File: src/rtl/apb2axi4_bridge_pkg.sv
// Shared types and constant AXI field encodings for the APB-to-AXI4 bridge.
package apb2axi_pkg;

    typedef enum logic [2:0] {
        ST_IDLE = 3'd0,
        ST_AR   = 3'd1,
        ST_R    = 3'd2,
        ST_AW_W = 3'd3,
        ST_B    = 3'd4,
        ST_ACK  = 3'd5
    } state_t;

    localparam logic [1:0] AXI_BURST_INCR = 2'b01;
    localparam logic [1:0] AXI_RESP_OKAY  = 2'b00;
    localparam logic [2:0] AXI_SIZE_4B    = 3'b010;
    localparam logic [7:0] AXI_LEN_SINGLE = 8'h00;

endpackage

File: src/rtl/apb2axi4_bridge.sv
// Single-outstanding APB slave to AXI4 master bridge. Each APB access is
// turned into one single-beat INCR transaction; PREADY stays low until the
// AXI response returns, then pulses for one cycle.
// Optional: define APB2AXI_PSLVERR_EN to report non-OKAY responses on PSLVERR.
module apb2axi4_bridge
    import apb2axi_pkg::*;
#(
    parameter int unsigned ADDR_BITS    = 32,
    parameter int unsigned DATA_BITS    = 32,
    parameter int unsigned LOGSIZE_BITS = 3,
    parameter int unsigned LEN_BITS     = 8,
    parameter int unsigned BURST_BITS   = 2,
    parameter int unsigned RESP_BITS    = 2,
    parameter int unsigned WSTRB_BITS   = 4
) (
    input  logic                    PCLK,
    input  logic                    PRESETn,
    input  logic                    PSEL,
    input  logic                    PENABLE,
    input  logic                    PWRITE,
    input  logic [ADDR_BITS-1:0]    PADDR,
    input  logic [DATA_BITS-1:0]    PWDATA,
    input  logic [WSTRB_BITS-1:0]   PSTRB,
    output logic                    PREADY,
    output logic [DATA_BITS-1:0]    PRDATA,
    output logic                    PSLVERR,
    output logic [ADDR_BITS-1:0]    araddr,
    output logic [LOGSIZE_BITS-1:0] arsize,
    output logic [LEN_BITS-1:0]     arlen,
    output logic [BURST_BITS-1:0]   arburst,
    output logic                    arvalid,
    input  logic                    arready,
    input  logic [DATA_BITS-1:0]    rdata,
    input  logic [RESP_BITS-1:0]    rresp,
    input  logic                    rvalid,
    input  logic                    rlast,
    output logic                    rready,
    output logic [ADDR_BITS-1:0]    awaddr,
    output logic [LOGSIZE_BITS-1:0] awsize,
    output logic [LEN_BITS-1:0]     awlen,
    output logic [BURST_BITS-1:0]   awburst,
    output logic                    awvalid,
    input  logic                    awready,
    output logic [DATA_BITS-1:0]    wdata,
    output logic [WSTRB_BITS-1:0]   wstrb,
    output logic                    wlast,
    output logic                    wvalid,
    input  logic                    wready,
    input  logic [RESP_BITS-1:0]    bresp,
    input  logic                    bvalid,
    output logic                    bready
);

    state_t                  r_state;
    state_t                  w_next;
    logic [ADDR_BITS-1:0]    r_addr;
    logic [DATA_BITS-1:0]    r_wdata;
    logic [WSTRB_BITS-1:0]   r_wstrb;
    logic [DATA_BITS-1:0]    r_prdata;
    logic                    r_aw_done;
    logic                    r_w_done;
    logic                    w_setup;
    logic                    w_aw_hs;
    logic                    w_w_hs;
    logic                    w_unused;

    assign w_setup = PSEL & ~PENABLE;

    assign araddr  = r_addr;
    assign awaddr  = r_addr;
    assign arsize  = LOGSIZE_BITS'(AXI_SIZE_4B);
    assign awsize  = LOGSIZE_BITS'(AXI_SIZE_4B);
    assign arlen   = LEN_BITS'(AXI_LEN_SINGLE);
    assign awlen   = LEN_BITS'(AXI_LEN_SINGLE);
    assign arburst = BURST_BITS'(AXI_BURST_INCR);
    assign awburst = BURST_BITS'(AXI_BURST_INCR);
    assign wdata   = r_wdata;
    assign wstrb   = r_wstrb;
    assign wlast   = wvalid;
    assign PRDATA  = r_prdata;

    // State register; reset aborts any transaction in flight.
    always_ff @(posedge PCLK or negedge PRESETn) begin
        if (!PRESETn) r_state <= ST_IDLE;
        else          r_state <= w_next;
    end

    // Next-state decode and channel handshake outputs.
    always_comb begin
        w_next  = r_state;
        arvalid = 1'b0;
        rready  = 1'b0;
        awvalid = 1'b0;
        wvalid  = 1'b0;
        bready  = 1'b0;
        PREADY  = 1'b0;
        w_aw_hs = 1'b0;
        w_w_hs  = 1'b0;
        case (r_state)
            ST_IDLE: if (w_setup) w_next = PWRITE ? ST_AW_W : ST_AR;
            ST_AR: begin
                arvalid = 1'b1;
                if (arready) w_next = ST_R;
            end
            ST_R: begin
                rready = 1'b1;
                if (rvalid) w_next = ST_ACK;
            end
            ST_AW_W: begin
                // Each valid falls once its own handshake is recorded; B waits for both.
                awvalid = ~r_aw_done;
                wvalid  = ~r_w_done;
                w_aw_hs = awvalid & awready;
                w_w_hs  = wvalid & wready;
                if ((r_aw_done | w_aw_hs) && (r_w_done | w_w_hs)) w_next = ST_B;
            end
            ST_B: begin
                bready = 1'b1;
                if (bvalid) w_next = ST_ACK;
            end
            ST_ACK: begin
                PREADY = 1'b1;
                w_next = ST_IDLE;
            end
            default: w_next = ST_IDLE;
        endcase
    end

    // Request capture, AW/W completion tracking and read data latch.
    always_ff @(posedge PCLK or negedge PRESETn) begin
        if (!PRESETn) begin
            r_addr    <= '0;
            r_wdata   <= '0;
            r_wstrb   <= '0;
            r_prdata  <= '0;
            r_aw_done <= 1'b0;
            r_w_done  <= 1'b0;
        end else begin
            if (r_state == ST_IDLE) begin
                r_aw_done <= 1'b0;
                r_w_done  <= 1'b0;
                if (w_setup) begin
                    r_addr  <= PADDR;
                    r_wdata <= PWDATA;
                    r_wstrb <= PSTRB;
                end
            end
            if (w_aw_hs) r_aw_done <= 1'b1;
            if (w_w_hs)  r_w_done  <= 1'b1;
            if (r_state == ST_R && rvalid) r_prdata <= rdata;
        end
    end

`ifdef APB2AXI_PSLVERR_EN
    logic [RESP_BITS-1:0] r_resp;

    // Response code of the last completed read or write.
    always_ff @(posedge PCLK or negedge PRESETn) begin
        if (!PRESETn)                       r_resp <= '0;
        else if (r_state == ST_R && rvalid) r_resp <= rresp;
        else if (r_state == ST_B && bvalid) r_resp <= bresp;
    end

    assign PSLVERR  = (r_state == ST_ACK) && (r_resp != RESP_BITS'(AXI_RESP_OKAY));
    assign w_unused = rlast;
`else
    assign PSLVERR  = 1'b0;
    assign w_unused = &{1'b0, rlast, rresp, bresp};
`endif

endmodule

File: config.mk
export PLATFORM = sky130hd
export DESIGN_NAME = apb2axi4_bridge
export DESIGN_NICKNAME = d
export VERILOG_FILES = /design/src/rtl/apb2axi4_bridge_pkg.sv /design/src/rtl/apb2axi4_bridge.sv
export SDC_FILE = /design/constraint.sdc
export NUM_CORES = 1
export LEC_CHECK = 0
export ABC_AREA = 1
export CORE_MARGIN = 1
export CORE_UTILIZATION = 34
export DETAILED_ROUTE_END_ITERATION = 8
export GPL_ROUTABILITY_DRIVEN = 0
export HOLD_SLACK_MARGIN = 0.05
export PLACE_DENSITY_LB_ADDON = 0.25
export SYNTH_ARGS = -nofsm -noshare
export SYNTH_HDL_FRONTEND = slang
export SYNTH_SLANG_ARGS = --single-unit
File: constraint.sdc
create_clock -name PCLK -period 1.35 [get_ports PCLK]
set_input_delay 0.27 -clock PCLK [delete_from_list [all_inputs] [get_ports PCLK]]
set_output_delay 0.27 -clock PCLK [all_outputs]
set_load 0.03 [all_outputs]
After elaboration in Yosys (flattened, before gate mapping)
Cells that the tools add are included.
{"block": "word_totals", "reg_bits": 105}
{"block": "classes", "eq_ne": 10, "mux": 18, "n_bitwise": 8, "reduce_logical": 7}
{"cell": "3-bit two-way mux", "count": 5}
{"cell": "3-bit one-hot mux with 5 select lines", "count": 1}
{"cell": "1-bit two-way mux", "count": 11}
{"cell": "2-bit inequality test (second input constant)", "count": 5}
{"cell": "3-bit by 2-bit equality test with 1-bit output (second input constant)", "count": 2}
{"cell": "3-bit equality test (second input constant)", "count": 2}
{"cell": "5-bit AND reduction", "count": 1}
{"cell": "2-bit nonzero test", "count": 2}
{"cell": "1-bit bitwise AND", "count": 3}
{"cell": "3-bit by 1-bit equality test with 1-bit output (second input constant)", "count": 1}
{"cell": "3-bit logical NOT", "count": 1}
{"cell": "1-bit inverter", "count": 3}
{"cell": "1-bit logical AND", "count": 2}
{"cell": "2-bit two-way mux", "count": 1}
{"cell": "1-bit OR", "count": 2}
{"cell": "2-bit AND reduction", "count": 1}

Logic depth before layout (Yosys ltp)
Gate-level depths: netlist of the first run.
{"block": "depth", "depth_word": 6, "ltp_mapped": 8, "mapped_depth_nobuf": 8}

Worst setup path before layout of the first run
OpenSTA, ideal clock, no wires.
{"block": "synth_path", "path_kind": "register to output", "from": "register r_state[0]", "to": "output wvalid", "arrival_ns": 1.498, "required_time_ns": 1.080, "path_slack_ns": -0.418, "path_stages_with_launch": 7, "n_path_buf": 2, "cell_sequence": "dfrtp_1 buf_2 nand2_1 nor2_1 inv_1 nor2_1 buf_4"}
{"block": "synth_via", "elab_chain_cells": 2}
{"element": "from (decl)", "line_no": "apb2axi4_bridge.sv:54", "source": "state_t r_state;"}
{"element": "from (signal assigned)", "line_no": "apb2axi4_bridge.sv:85", "source": "else r_state <= w_next;"}
{"element": "3-bit by 2-bit equality test with 1-bit output", "line_no": "apb2axi4_bridge.sv:99", "source": "case (r_state)"}
{"element": "1-bit two-way mux", "line_no": "apb2axi4_bridge.sv:99"}
{"element": "to (decl)", "line_no": "apb2axi4_bridge.sv:47", "source": "output logic wvalid,"}
Every way passes these cells.

Worst setup path after layout of the first run
{"block": "layout_path", "from": "register r_state[1]", "to": "output rready"}
{"block": "layout_via", "elab_chain_cells": 2}
{"element": "3-bit by 2-bit equality test with 1-bit output", "line_no": "apb2axi4_bridge.sv:99"}
{"element": "1-bit two-way mux", "line_no": "apb2axi4_bridge.sv:99"}
{"element": "to (decl)", "line_no": "apb2axi4_bridge.sv:37", "source": "output logic rready,"}
Every way passes these cells.

==> Flow_metrics.wiki, run 1 <==
{| class="wikitable"
! Metric !! Value
|-
| Run status || complete, but fails checks
|-
| Failing checks || negative setup slack
|-
| Length of the first detailed-routing pass in iterations || 5
|-
| RSZ-0062 raised after global routing || yes
|-
| Via density || 4.48
|-
| Met2 Use GR || a little under two fifths
|-
| Number of buffers added by the clock tree synthesis step || 9
|-
| Shortest period the worst path allows || 1.65 ns
|-
| Cell taking the most area after synthesis || dfrtp_1
|-
| Met3 global-route usage || around 6.4%
|-
| Total Die Area || 14400 sq um
|-
| Data arrival, critical path || ~1.4 ns
|-
| Hold WS || 0.271 ns
|-
| Number of synthesized register bits || roughly 110
|-
| Largest buffer count on any clock path || 2
|-
| Number of antenna violations at the first check in global routing || 0
|-
| Endpoints failing hold || 0
|-
| Source-to-sink clock delay at the later pin of the worst-skew pair || about 0.36 ns
|-
| Final clock skew || 0.00833 ns
|-
| Ratio of cells with drive above 1 in the final layout || 42.5%
|-
| Total leakage power || ~4.4 nW
|-
| Syn-to-layout area delta || 81.2%
|-
| Cell Count Post-Placement || approximately 940
|-
| Drt wl/cell || about 15 microns
|-
| Vias in the first global route || between 4000 and 5000
|-
| Startpoint type of the worst setup path || flip-flop
|-
| Yosys cell types || 20
|-
| Post-DP HPWL || ~9.6 mm
|-
| IR Drop Worst-Case VDD || between 1 and 1.5 mV
|-
| I/O pin count || 281
|-
| Reg-to-reg critical path startpoint || r_state[2]$_DFFE_PN0P_
|-
| Ordered cell list for the critical path || inv_2, nor2_4, inv_2, nor2_4, buf_6
|-
| Number of buffers added on ports || 248
|-
| Required time of the worst setup path || ~1.1 ns
|-
| Synth Cell Area || about 4700 sq um
|-
| Endpoint type of the worst setup path || primary output
|-
| Maximum net fanout on the critical path || 4
|-
| Wire length reported by the detailed router || 15.2 mm
|-
| Total Negative Setup Slacks || -21.89 ns
|-
| Sequential element share of the synthesized area || 55.4%
|-
| Worst-case register-to-register setup slack || -0.28 ns
|-
| Row count || between 40 and 50
|-
| Detailed router's first-iteration violation count || approximately 110
|-
| First-pass GRT wire length || ~22 mm
|-
| Final std cell area, no fill || between 8000 and 9000 sq um
|-
| Maximum frequency from static timing analysis || slightly above 600 MHz
|-
| Busiest layer in global routing || met2
|-
| Worst min-delay path category || input pin to asynchronous set/reset pin
|-
| Antenna diode count || 0
|-
| Die outline width || approximately 120 microns
|-
| Area of the core region || 13400 sq um
|-
| CP peak stage delay || approximately 0.44 ns
|-
| Portion of the clock cycle consumed by the worst path in the final layout || 122%
|-
| MaxCap Viol Count || 0
|-
| Number of nets at the end of the flow || 922
|-
| Worst setup path category || flip-flop to primary output
|-
| Cell chosen for the clock root || clkbuf_16
|-
| Die Y || about 120 microns
|-
| Congestion Overflow GR || 0
|-
| Pin count of the biggest net entering global routing || 55
|-
| Clock sinks || about 110
|-
| Cells after synthesis || 547
|-
| Clock transition at the register clock pins on the worst setup and hold paths after CTS || about 0.070 ns
|-
| Number of levels the H-tree was split into || 3
|-
| R2r endpoint || wdata[18]$_DFFE_PN0P_
|-
| Critical-path top delay cell || dfrtp_2
|-
| Fill count || between 1000 and 1500
|-
| Worst path top cell family by delay || flip-flops
|-
| Biggest area contributors in the synthesized netlist || dfrtp_1 55%, nand2_1 12%, buf_4 9.5%, inv_1 6.3%, o21ai_1 4.2%
|-
| Number of warning messages in the yosys log || 0
|-
| Global-route usage over all layers || between 20% and 30%
|-
| Count of antenna-violating nets left after detailed routing || 0
|-
| Buffering stage count on the worst path with inverters included || 3
|-
| Remaining design rule violation count || 0
|-
| Dpl cell area || between 7000 and 8000 sq um
|-
| TritonCTS clock tree || built
|-
| Synth top area share || ~55%
|-
| Average instance area after synthesis || between 8 and 9 sq um
|-
| Final non-filler cell total || 988
|-
| Final Max Tran Viols || 0
|-
| Routing usage on met1 || a little over a fifth
|-
| Pwr dens || roughly 2400 nW/um^2
|-
| Logic depth of the worst register-to-register path || 9
|-
| Setup ws final || -0.302 ns
|-
| DP Worst Slack || -0.182 ns
|-
| Starting Density || about 35%
|-
| Final-report setup violation count || roughly 110
|-
| Via count of the routed design || between 4000 and 5000
|}
-- cells in the mapped netlist --
library cell / count
o21bai_1: 1
buf_2: 8
nor2_2: 1
clkbuf_1: 12
nand2_2: 1
a21oi_1: 1
nand3_1: 36
o21ai_1: 40
nand2_1: 149
nor2_1: 10
o21ai_0: 30
nor2_4: 2
buf_4: 60
dfrtp_1: 105
conb_1: 2
buf_6: 5
inv_2: 1
inv_1: 79
nand3b_1: 3
nand3_4: 1
-- layout make-up --
| cell class | instances | area (sq um) | area share [%] |
|---|---|---|---|
| inverters | 80 | 304 | 3.54 |
| clock inverters | 5 | 53.8 | 0.626 |
| multi-input cells | 303 | 1920 | 22.3 |
| clock buffers | 11 | 253 | 2.94 |
| flip-flops and latches | 105 | 2630 | 30.6 |
| repair buffers | 308 | 3220 | 37.4 |
| well taps | 176 | 220 | 2.56 |
-- how the worst max path moves through the flow --
| stage | start | to | slack, ns | depth (start not counted) |
|---|---|---|---|---|
| 2_1_floorplan | r_state[0]$_DFFE_PN0P_ | wvalid | -0.02 | 6 |
| 3_3_place_gp | rvalid | PRDATA[12]$_DFFE_PN0P_ | -0.16 | 4 |
| 3_5_place_dp | PSEL | araddr[13]$_DFFE_PN0P_ | -0.18 | 4 |
| 4_1_cts | r_state[2]$_DFFE_PN0P_ | wvalid | -0.31 | 5 |
| 5_1_grt | r_state[2]$_DFFE_PN0P_ | wdata[2]$_DFFE_PN0P_ | -0.36 | 9 |
| 6_report | r_state[1]$_DFFE_PN0P_ | rready | -0.30 | 5 |
-- report_power, final --
group	internal, W	leakage (nW)	switching [W]
logic	0.00514	2.88	0.00721
registers	0.00459	1.32	0.00131
clock network	0.00153	0.155	0.00118
-- stage by stage --
| step | util [%] | power [W] |
|---|---|---|
| global route | 64.1 | 0.0220 |
| detailed placement | 54.9 | 0.0168 |
| CTS | 62.8 | 0.0205 |
| finish | 64.1 | 0.0210 |
| floorplan | - | 0.0121 |
| global placement | 54.9 | 0.0166 |
-- what timing repair did --
action,4_1_cts,5_1_grt
hold endpoints to repair,105,0
endpoints found under the setup margin,219,153
pin swaps,12,10
gates cloned,10,6
hold buffers,1,0
resized for setup,462,214
buffers inserted,16,4
-- kinds of logic after synthesis --
family | share of synthesized area, %
other | 0.158
buffers and inverters | 18.8
flip-flops | 55.4
AO/OA/AOI/OAI | 7.65
AND/OR/NAND/NOR | 18.0
-- state kept, by name, indices dropped and copies added, names as in the netlist --
| register | flops |
|---|---|
| PRDATA | 32 |
| wdata | 32 |
| araddr | 32 |
| wstrb | 4 |
| r_state | 3 |
| r_aw_done | 1 |
| r_w_done | 1 |
-- cells in the final DEF, fill, tap and decap left out, drive strengths merged --
cell and count:
a21oi 1, buf 141, dfrtp 105, clkdlybuf4s50 108, clkinv 4, clkinvlp 1, o21ai 70, inv 79
conb 27, nand2 150, nand3 38, bufinv 1, nand3b 3, clkdlybuf4s18 1, clkbuf 16, nor2 13
clkdlybuf4s15 52, dlygate4sd3 1, o21bai 1
-- layer usage --
layer / vias to the layer above / wire (microns)
li1: 2116 / -
met1: 2106 / 5620
met2: 189 / 8090
met3: 15 / 1260
met4: 0 / 257
met5: - / 0
(Power assumes the default switching activity.)
==> run 2: changes to the inputs <==
- HOLD_SLACK_MARGIN: 0.05 -> not set
==> results of run 2 <==
No change in the layout: final DEF, timing and power equal those of run 1.
